**config.mk**
```make
export PLATFORM = sky130hd
export DESIGN_NAME = dff_seq_shift_reg
export DESIGN_NICKNAME = d
export VERILOG_FILES = /design/src/rtl/dff_pkg.sv /design/src/rtl/dff_shift_ctrl.sv /design/src/rtl/dff_seq_shift_reg.sv
export SDC_FILE = /design/constraint.sdc
export NUM_CORES = 1
export LEC_CHECK = 0
export ABC_AREA = 1
export BUFFER_PORTS_ARGS = -buffer_cell sky130_fd_sc_hd__buf_2
export CAP_MARGIN = 20
export CORE_MARGIN = 3
export CORE_UTILIZATION = 30
export CTS_CLUSTER_SIZE = 8
export DETAILED_ROUTE_END_ITERATION = 16
export PLACE_DENSITY = 0.59
export SETUP_SLACK_MARGIN = 0.4
export SLEW_MARGIN = 15
export SYNTH_ARGS = -nofsm -noshare
export SYNTH_HDL_FRONTEND = slang
export SYNTH_SLANG_ARGS = --single-unit
```
**constraint.sdc**
```tcl
create_clock -name clk -period 2.33 [get_ports clk]
set_input_delay 0.1165 -clock clk [delete_from_list [all_inputs] [get_ports clk]]
set_output_delay 0.1165 -clock clk [all_outputs]
set_load 0.02 [all_outputs]
```
**src/rtl/dff_pkg.sv**
```systemverilog
// Shared types for the sequential shift register and its controller.
//   shreg_state_t : controller FSM state (IDLE, SHIFT)
//   shreg_dir_t   : shift direction latched at start (DIR_RIGHT toward bit 0, DIR_LEFT)
package dff_pkg;

    typedef enum logic {IDLE = 1'b0, SHIFT = 1'b1} shreg_state_t;
    typedef enum logic {DIR_RIGHT = 1'b0, DIR_LEFT = 1'b1} shreg_dir_t;

endpackage

```
**src/rtl/dff_shift_ctrl.sv**
```systemverilog
// Shift controller: FSM, step counter, amount saturation, busy/done and clr/set abort.
// Ports:
//   i_clk, i_rst_n         clock, asynchronous active-low reset
//   i_clr, i_set           synchronous abort requests (force IDLE, clear counter)
//   i_load, i_start        commands, honoured only in IDLE (load wins)
//   i_dir, i_amt           direction and shift count, sampled at start
//   i_rot                  rotate select, sampled at start (DFF_ROTATE_EN only)
//   o_busy, o_done         in SHIFT / one-cycle completion pulse
//   o_load_en, o_step_en   datapath enables for this cycle
//   o_dir, o_rot           latched direction / rotate select for the datapath
// Config macro: DFF_ROTATE_EN adds i_rot/o_rot.
module dff_shift_ctrl
    import dff_pkg::*;
#(
    parameter int WIDTH = 8,
    parameter int CNT_W = $clog2(WIDTH + 1)
) (
    input  logic             i_clk,
    input  logic             i_rst_n,
    input  logic             i_clr,
    input  logic             i_set,
    input  logic             i_load,
    input  logic             i_start,
    input  logic             i_dir,
`ifdef DFF_ROTATE_EN
    input  logic             i_rot,
    output logic             o_rot,
`endif
    input  logic [CNT_W-1:0] i_amt,
    output logic             o_busy,
    output logic             o_done,
    output logic             o_load_en,
    output logic             o_step_en,
    output logic             o_dir
);

    localparam logic [CNT_W-1:0] MAX_CNT = CNT_W'(WIDTH);
    localparam logic [CNT_W-1:0] ONE     = CNT_W'(1);

    shreg_state_t     r_state, w_state_nxt;
    shreg_dir_t       r_dir, w_dir_nxt;
    logic [CNT_W-1:0] r_cnt, w_cnt_nxt;
    logic             r_done, w_done_nxt;
    logic [CNT_W-1:0] w_amt_sat;
    logic             w_abort;
`ifdef DFF_ROTATE_EN
    logic             r_rot, w_rot_nxt;
`endif

    assign w_amt_sat = (i_amt > MAX_CNT) ? MAX_CNT : i_amt;
    assign w_abort   = i_clr | i_set;

    always_ff @(posedge i_clk or negedge i_rst_n) begin
        if (!i_rst_n) begin
            r_state <= IDLE;
            r_dir   <= DIR_RIGHT;
            r_cnt   <= '0;
            r_done  <= 1'b0;
`ifdef DFF_ROTATE_EN
            r_rot   <= 1'b0;
`endif
        end else begin
            r_state <= w_state_nxt;
            r_dir   <= w_dir_nxt;
            r_cnt   <= w_cnt_nxt;
            r_done  <= w_done_nxt;
`ifdef DFF_ROTATE_EN
            r_rot   <= w_rot_nxt;
`endif
        end
    end

    always_comb begin
        w_state_nxt = r_state;
        w_dir_nxt   = r_dir;
        w_cnt_nxt   = r_cnt;
        w_done_nxt  = 1'b0;
        o_load_en   = 1'b0;
        o_step_en   = 1'b0;
`ifdef DFF_ROTATE_EN
        w_rot_nxt   = r_rot;
`endif
        if (w_abort) begin
            // clr/set abandon any command in flight without a done pulse
            w_state_nxt = IDLE;
            w_cnt_nxt   = '0;
        end else begin
            case (r_state)
                IDLE: begin
                    if (i_load) begin
                        o_load_en = 1'b1;
                    end else if (i_start) begin
                        w_dir_nxt = shreg_dir_t'(i_dir);
`ifdef DFF_ROTATE_EN
                        w_rot_nxt = i_rot;
`endif
                        if (w_amt_sat == '0) begin
                            w_done_nxt = 1'b1;
                        end else begin
                            w_state_nxt = SHIFT;
                            w_cnt_nxt   = w_amt_sat;
                        end
                    end
                end
                SHIFT: begin
                    o_step_en = 1'b1;
                    w_cnt_nxt = r_cnt - ONE;
                    // last step: done lands on the same edge as the final q
                    if (r_cnt == ONE) begin
                        w_state_nxt = IDLE;
                        w_done_nxt  = 1'b1;
                    end
                end
                default: w_state_nxt = IDLE;
            endcase
        end
    end

    assign o_busy = (r_state == SHIFT);
    assign o_done = r_done;
    assign o_dir  = r_dir;
`ifdef DFF_ROTATE_EN
    assign o_rot  = r_rot;
`endif

endmodule

```
**src/rtl/dff_seq_shift_reg.sv**
```systemverilog
// WIDTH-bit register with synchronous clear/set, parallel load and a multi-cycle
// shift engine (one bit per clock for a commanded count).
// Ports:
//   clk, rst          rising-edge clock, asynchronous active-low reset
//   clr, set          synchronous clear / set (clr wins), abort any shift
//   load, d           parallel load, IDLE only, wins over start
//   start, dir, amt   shift command (dir 0 = right, 1 = left; amt saturates at WIDTH)
//   sin               serial input at the vacated end
//   rot               rotate instead of inserting sin (DFF_ROTATE_EN only)
//   q, sout           register contents, last shifted-out bit
//   busy, done        shift in progress, one-cycle completion pulse
// Config macro: DFF_ROTATE_EN adds the rot port.
module dff_seq_shift_reg
    import dff_pkg::*;
#(
    parameter int               WIDTH   = 8,
    parameter int               CNT_W   = $clog2(WIDTH + 1),
    parameter logic [WIDTH-1:0] SET_VAL = {WIDTH{1'b1}}
) (
    input  logic             clk,
    input  logic             rst,
    input  logic             clr,
    input  logic             set,
    input  logic             load,
    input  logic [WIDTH-1:0] d,
    input  logic             start,
    input  logic             dir,
    input  logic [CNT_W-1:0] amt,
    input  logic             sin,
`ifdef DFF_ROTATE_EN
    input  logic             rot,
`endif
    output logic [WIDTH-1:0] q,
    output logic             sout,
    output logic             busy,
    output logic             done
);

    logic [WIDTH-1:0] r_q;
    logic             r_sout;
    logic             w_load_en, w_step_en, w_dir;
    logic             w_in_r, w_in_l;
`ifdef DFF_ROTATE_EN
    logic             w_rot;
`endif

    dff_shift_ctrl #(.WIDTH(WIDTH), .CNT_W(CNT_W)) u_ctrl (
        .i_clk     (clk),
        .i_rst_n   (rst),
        .i_clr     (clr),
        .i_set     (set),
        .i_load    (load),
        .i_start   (start),
        .i_dir     (dir),
`ifdef DFF_ROTATE_EN
        .i_rot     (rot),
        .o_rot     (w_rot),
`endif
        .i_amt     (amt),
        .o_busy    (busy),
        .o_done    (done),
        .o_load_en (w_load_en),
        .o_step_en (w_step_en),
        .o_dir     (w_dir)
    );

    // Bit entering the vacated end: the outgoing bit when rotating, else sin
`ifdef DFF_ROTATE_EN
    assign w_in_r = w_rot ? r_q[0]       : sin;
    assign w_in_l = w_rot ? r_q[WIDTH-1] : sin;
`else
    assign w_in_r = sin;
    assign w_in_l = sin;
`endif

    always_ff @(posedge clk or negedge rst) begin
        if (!rst) begin
            r_q    <= '0;
            r_sout <= 1'b0;
        end else if (clr) begin
            r_q    <= '0;
        end else if (set) begin
            r_q    <= SET_VAL;
        end else if (w_load_en) begin
            r_q    <= d;
        end else if (w_step_en) begin
            if (w_dir == DIR_LEFT) begin
                r_q    <= {r_q[WIDTH-2:0], w_in_l};
                r_sout <= r_q[WIDTH-1];
            end else begin
                r_q    <= {w_in_r, r_q[WIDTH-1:1]};
                r_sout <= r_q[0];
            end
        end
    end

    assign q    = r_q;
    assign sout = r_sout;

endmodule

```
# Word level (Yosys, flattened, before mapping)
# Index checks and enable logic that the tools add are counted.
# op_classes
muxes	29
n_bitwise	7
n_reduce_logical	5
n_addsub	1
eq_ne	4
magnitude_cmp	1
# op_table
operator	count
8-bit 2-to-1 mux	5
4-bit 2-to-1 mux	5
1-bit 2-to-1 mux	16
3-bit by 2-bit != test with 1-bit output (second input constant)	3
4-bit case mux with 2 select lines	1
4-bit AND reduction	2
1-bit NOT	6
4-bit by 1-bit equality test with 1-bit output (second input constant)	1
4-bit greater-than comparator (second input constant)	1
4-bit logical NOT	1
1-bit case mux with 2 select lines	2
4-bit nonzero test	1
4-bit by 1-bit subtractor with 4-bit output (second input constant)	1
3-bit AND reduction	1
1-bit bitwise OR	1
# totals
word_cells	53
reg_bits	16

# Longest topological paths before layout
# logic_depth
word_depth	8
depth_mapped	7
ltp_nobuf	7

# Cells and area by module
# A second synthesis with hierarchy kept.
# unflattened
hier_cells	165
area_unflattened_um2	1156.1
# by_module_without_submodules
module	instances	seq_area_each_um2	cells_per_inst	area_per_inst_um2
dff_seq_shift_reg	1	225.2	98	639.4
dff_shift_ctrl	1	175.2	67	516.7

# Worst setup path before layout
# Ideal clock, no wire load.
# synth_timing
path_type	flip-flop to flip-flop
from	reg u_ctrl.r_state, in the netlist u_ctrl.o_busy
to	reg r_q[0], in the netlist q[0]
required_ns	2.214
setup_slack_ns	1.140
path_stages_with_launch	7
synth_period_minus_slack_ns	1.190
setup_ns	0.116
t_arrival_ns	1.074
path_cell_list	dfrtp_1 inv_4 nand2_4 o21ai_2 inv_4 nand2_1 nand2_1
# synth_between
elab_chain_len	5
# synth_rtl
element	line	source
start, declared	dff_shift_ctrl.sv:40	shreg_state_t r_state, w_state_nxt;
start signal, assigned	dff_shift_ctrl.sv:63	r_state <= w_state_nxt;
1-bit 2-to-1 mux	dff_shift_ctrl.sv:88	case (r_state)
1-bit 2-to-1 mux	dff_shift_ctrl.sv:83	if (w_abort) begin
8-bit 2-to-1 mux	dff_seq_shift_reg.sv:84	end else if (w_load_en) begin
8-bit 2-to-1 mux	dff_seq_shift_reg.sv:82	end else if (set) begin
8-bit 2-to-1 mux	dff_seq_shift_reg.sv:80	end else if (clr) begin
end signal, assigned	dff_seq_shift_reg.sv:88	r_q <= {r_q[WIDTH-2:0], w_in_l};
end signal, assigned	dff_seq_shift_reg.sv:91	r_q <= {w_in_r, r_q[WIDTH-1:1]};
end, declared	dff_seq_shift_reg.sv:39	logic [WIDTH-1:0] r_q;
# Parallel ways exist; a longest one is shown, timed or not.
# A chain may end at the register's enable or synchronous reset.

# Final worst setup path
# layout_timing
from	reg u_ctrl.r_state, in the netlist u_ctrl.o_busy
to	reg r_q[4], in the netlist q[4]
# The elaborated chain is that of the path after synthesis.

==> results.md <==
* Seq pwr share at 42.4%
* Antenna violations before repair at 0
* Clock Skews at 0.00704 ns
* Die Span Y at 67.0 um
* Setup TNS Final at 0 ns
* Dpl cell area at 1300 um^2
* RR Startpoint: u_ctrl.o_busy
* Clock power frac at 32.6%
* Ports at 31
* R2R Path End: q[4]
* Wire length per cell at 11.5 um
* Critical-path top delay cell: dfrtp_1
* Ant diodes at 0
* Clock slew at reported path FFs at 0.07 ns
* Critical Path RT at 2.53 ns
* HP Class: primary input to flop
* RSZ-0062 raised after global routing: false
* Root buffer cell: clkbuf_8
* Net Sw Power at 276 uW
* Fin. max-slew vios at 0
* Total CTS buffers at 3
* Design Area, Final at 1360 um^2
* Power Density at 590 nW/um^2
* CP endpoint kind: flop
* Number of global-route vias before repair at 1,052
* Vias at 1,119
* Routability Congestion at 0.833
* H-tree Lvls at 1
* Data arrival, critical path at 1.45 ns
* Port Buffers at 30
* Total GRT Usage at 14.0%
* Final setup viols at 0
* Post-synthesis to final-layout area growth at 22.3%
* P_leak at 0.000731 uW
* Status: finished, final reports clean
* Largest net degree at the start of global routing at 20
* Post-Route WL at 2750 um
* Int Pwr at 528 uW
* Yosys synthesis warning count at 0
* Syn Nets at 184
* Max layer used: met4
* Ys flop type: dfrtp_1
* Distinct cells, synth at 22
* Avg Cell Area, Syn at 6.88 um^2
* Core ar. at 3470 um^2
* Met1 WL at 1230 um
* R2R Setup Slk at 1.08 ns
* Final layout net count at 217
* Congestion Overflow GR at 0
* Sw Share at 34.3%
* Minimum clock period after layout at 1.25 ns
* Worst Tran Pin Value at 0.445 ns
* Worst-skew pair later-pin latency at 0.26 ns
* Worst Setup EP: q[4]
* Initial Utilization at 32.1%
* Cells after Synth at 162
* Final ANT Viol Nets at 0
* Number of cell rows at 21
* Final worst path period share at 53.8%
* Pre-antenna DRT Iters at 4
* Sequential element share of the synthesized area at 35.9%
* Hold Fails Final Rpt at 0
* Worst reg2reg path depth at 5
* First-pass GRT wire length at 4700 um
* Drt drc at 0
* Max FO, Critical Path at 8
* Die Wd at 67.0 um
* Worst path max stage delay at 0.48 ns
* Die area at 4480 um^2
* FF+latch count, synth at 16
* Asr flop ratio synth at 100%
* Max-cap violations at 0
* Post-synth EDFFs at 0
* Iter 0 DRT Violations at 64
* Worst Path Buf+Inv at 1
* # resized after CTS at 0
* Fmax at 797 MHz
* Crit. path cell count at 5
* Max Root-Sink Buffers at 2
* Share of cells above drive strength 1 at 24.7%
* Worst rel slew slack at 70.3%
* Beginning of the critical path: u_ctrl.o_busy
* CP startpoint kind: flop
* Cells along the critical path: inv_4, nand2_4, nor2_2, nand2_1, nand2_1
* Critical Path Most Common Cell: nand2_1
* Vias per cell at 4.66
* Final HPWL DP at 2090 um
* Post-Syn Area at 1110 um^2
* Clock sink count at 16
* CP Class: flop to flop
* Maximum VDD drop at 0.000268 V
* CTS tree: built
* Met3 WL post-DR at 209 um
* Met2 WL post-DR at 1260 um
* Comb power frac at 24.9%
* Largest delay share family, worst path: simple AND/OR/NAND/NOR gates
==> cells in the final DEF, fill, tap and decap left out, drive strengths merged <==
master       Yosys  routed
dfrtp           16      16
buf              3      30
nand3           30      30
clkbuf           0       4
xor2             1       1
a21oi            2       2
dlygate4sd3      0       1
o21ai           11      11
nand2           65      65
o22ai            1       1
ha               2       2
inv             22      22
nor2             9       9
==> power by group through the flow <==
stage / clock, uW / combinational, uW / sequential [uW]
global placement: 0 / 201 / 346
finish: 263 / 201 / 341
detailed placement: 0 / 202 / 347
global route: 280 / 232 / 349
floorplan: 0 / 128 / 356
CTS: 267 / 204 / 342
==> worst min path at each step <==
stage	cells after the start	endpoint	slack, ns	start
after floorplan	0	q[0]	-0.18	rst
after global placement	1	q[3]	0.06	rst
after detailed placement	1	q[3]	0.07	rst
after CTS	3	u_ctrl.o_dir	0.1	dir
after global routing	3	u_ctrl.o_dir	0.11	dir
final	3	u_ctrl.o_dir	0.09	dir
==> worst reg2reg max path: stages, from the launching register on <==
cell,delay [ns]
dfrtp_1,0.48
inv_4,0.14
nand2_4,0.08
nor2_2,0.32
nand2_1,0.09
nand2_1,0.09
==> cell type report <==
cell class / instances / area, um^2
Sequential cell: 16 / 400
Multi-Input combinational cell: 121 / 598
Timing Repair Buffer: 31 / 160
Tap cell: 46 / 57.6
Fill cell: 383 / 2100
Inverter: 22 / 92.6
Clock buffer: 4 / 55.1
==> state kept, by name, summed over array words and instances, names as in the netlist <==
| name | count |
|---|---|
| u_ctrl.o_dir | 1 |
| u_ctrl.o_done | 1 |
| u_ctrl.o_busy | 1 |
| u_ctrl.r_cnt | 4 |
| sout | 1 |
| q | 8 |
==> cell families after synthesis <==
logic type | share of synthesized area (%)
adder cells (fa/ha/maj) | 2.24
AND/OR/NAND/NOR | 43.9
flip-flops | 35.9
XOR/XNOR | 0.786
AO/OA/AOI/OAI | 6.73
buffers and inverters | 10.4
==> metal layers <==
metal  global-route usage (%)  up-vias
met2                     22.8       34
met3                     4.22        6
li1                         -      581
met4                     5.57        0
met5                        0        -
met1                     17.3      498
==> synth_stat cells, types with 2 or more instances <==
cell type / count / share of area, %
nand3_1: 29 / 13
nand2_4: 3 / 3.0
ha_1: 2 / 2.2
inv_2: 2 / 0.67
a21oi_1: 2 / 0.90
inv_4: 2 / 1.1
o21ai_0: 10 / 4.5
nand2_1: 62 / 21
nor2_1: 5 / 1.7
inv_1: 17 / 5.7
dfrtp_1: 16 / 36
nor2_4: 2 / 2.0
==> timing repair <==
action,in CTS,in global routing
buffers inserted,0,0
hold buffers,1,0
hold endpoints to repair,16,0
==> through the flow <==
stage,instances,hold slack [ns],util (%),total power [uW],setup WS [ns]
3_5_place_dp,235,0.0663,37.4,549,1.07
5_1_grt,240,0.107,39.3,861,0.987
3_3_place_gp,235,0.0624,37.4,548,1.08
2_1_floorplan,162,-0.179,-,483,1.14
6_report,240,0.0918,39.3,805,1.08
4_1_cts,240,0.0997,39.3,813,1.06
No activity file was read; power rests on OpenSTA's default activity.
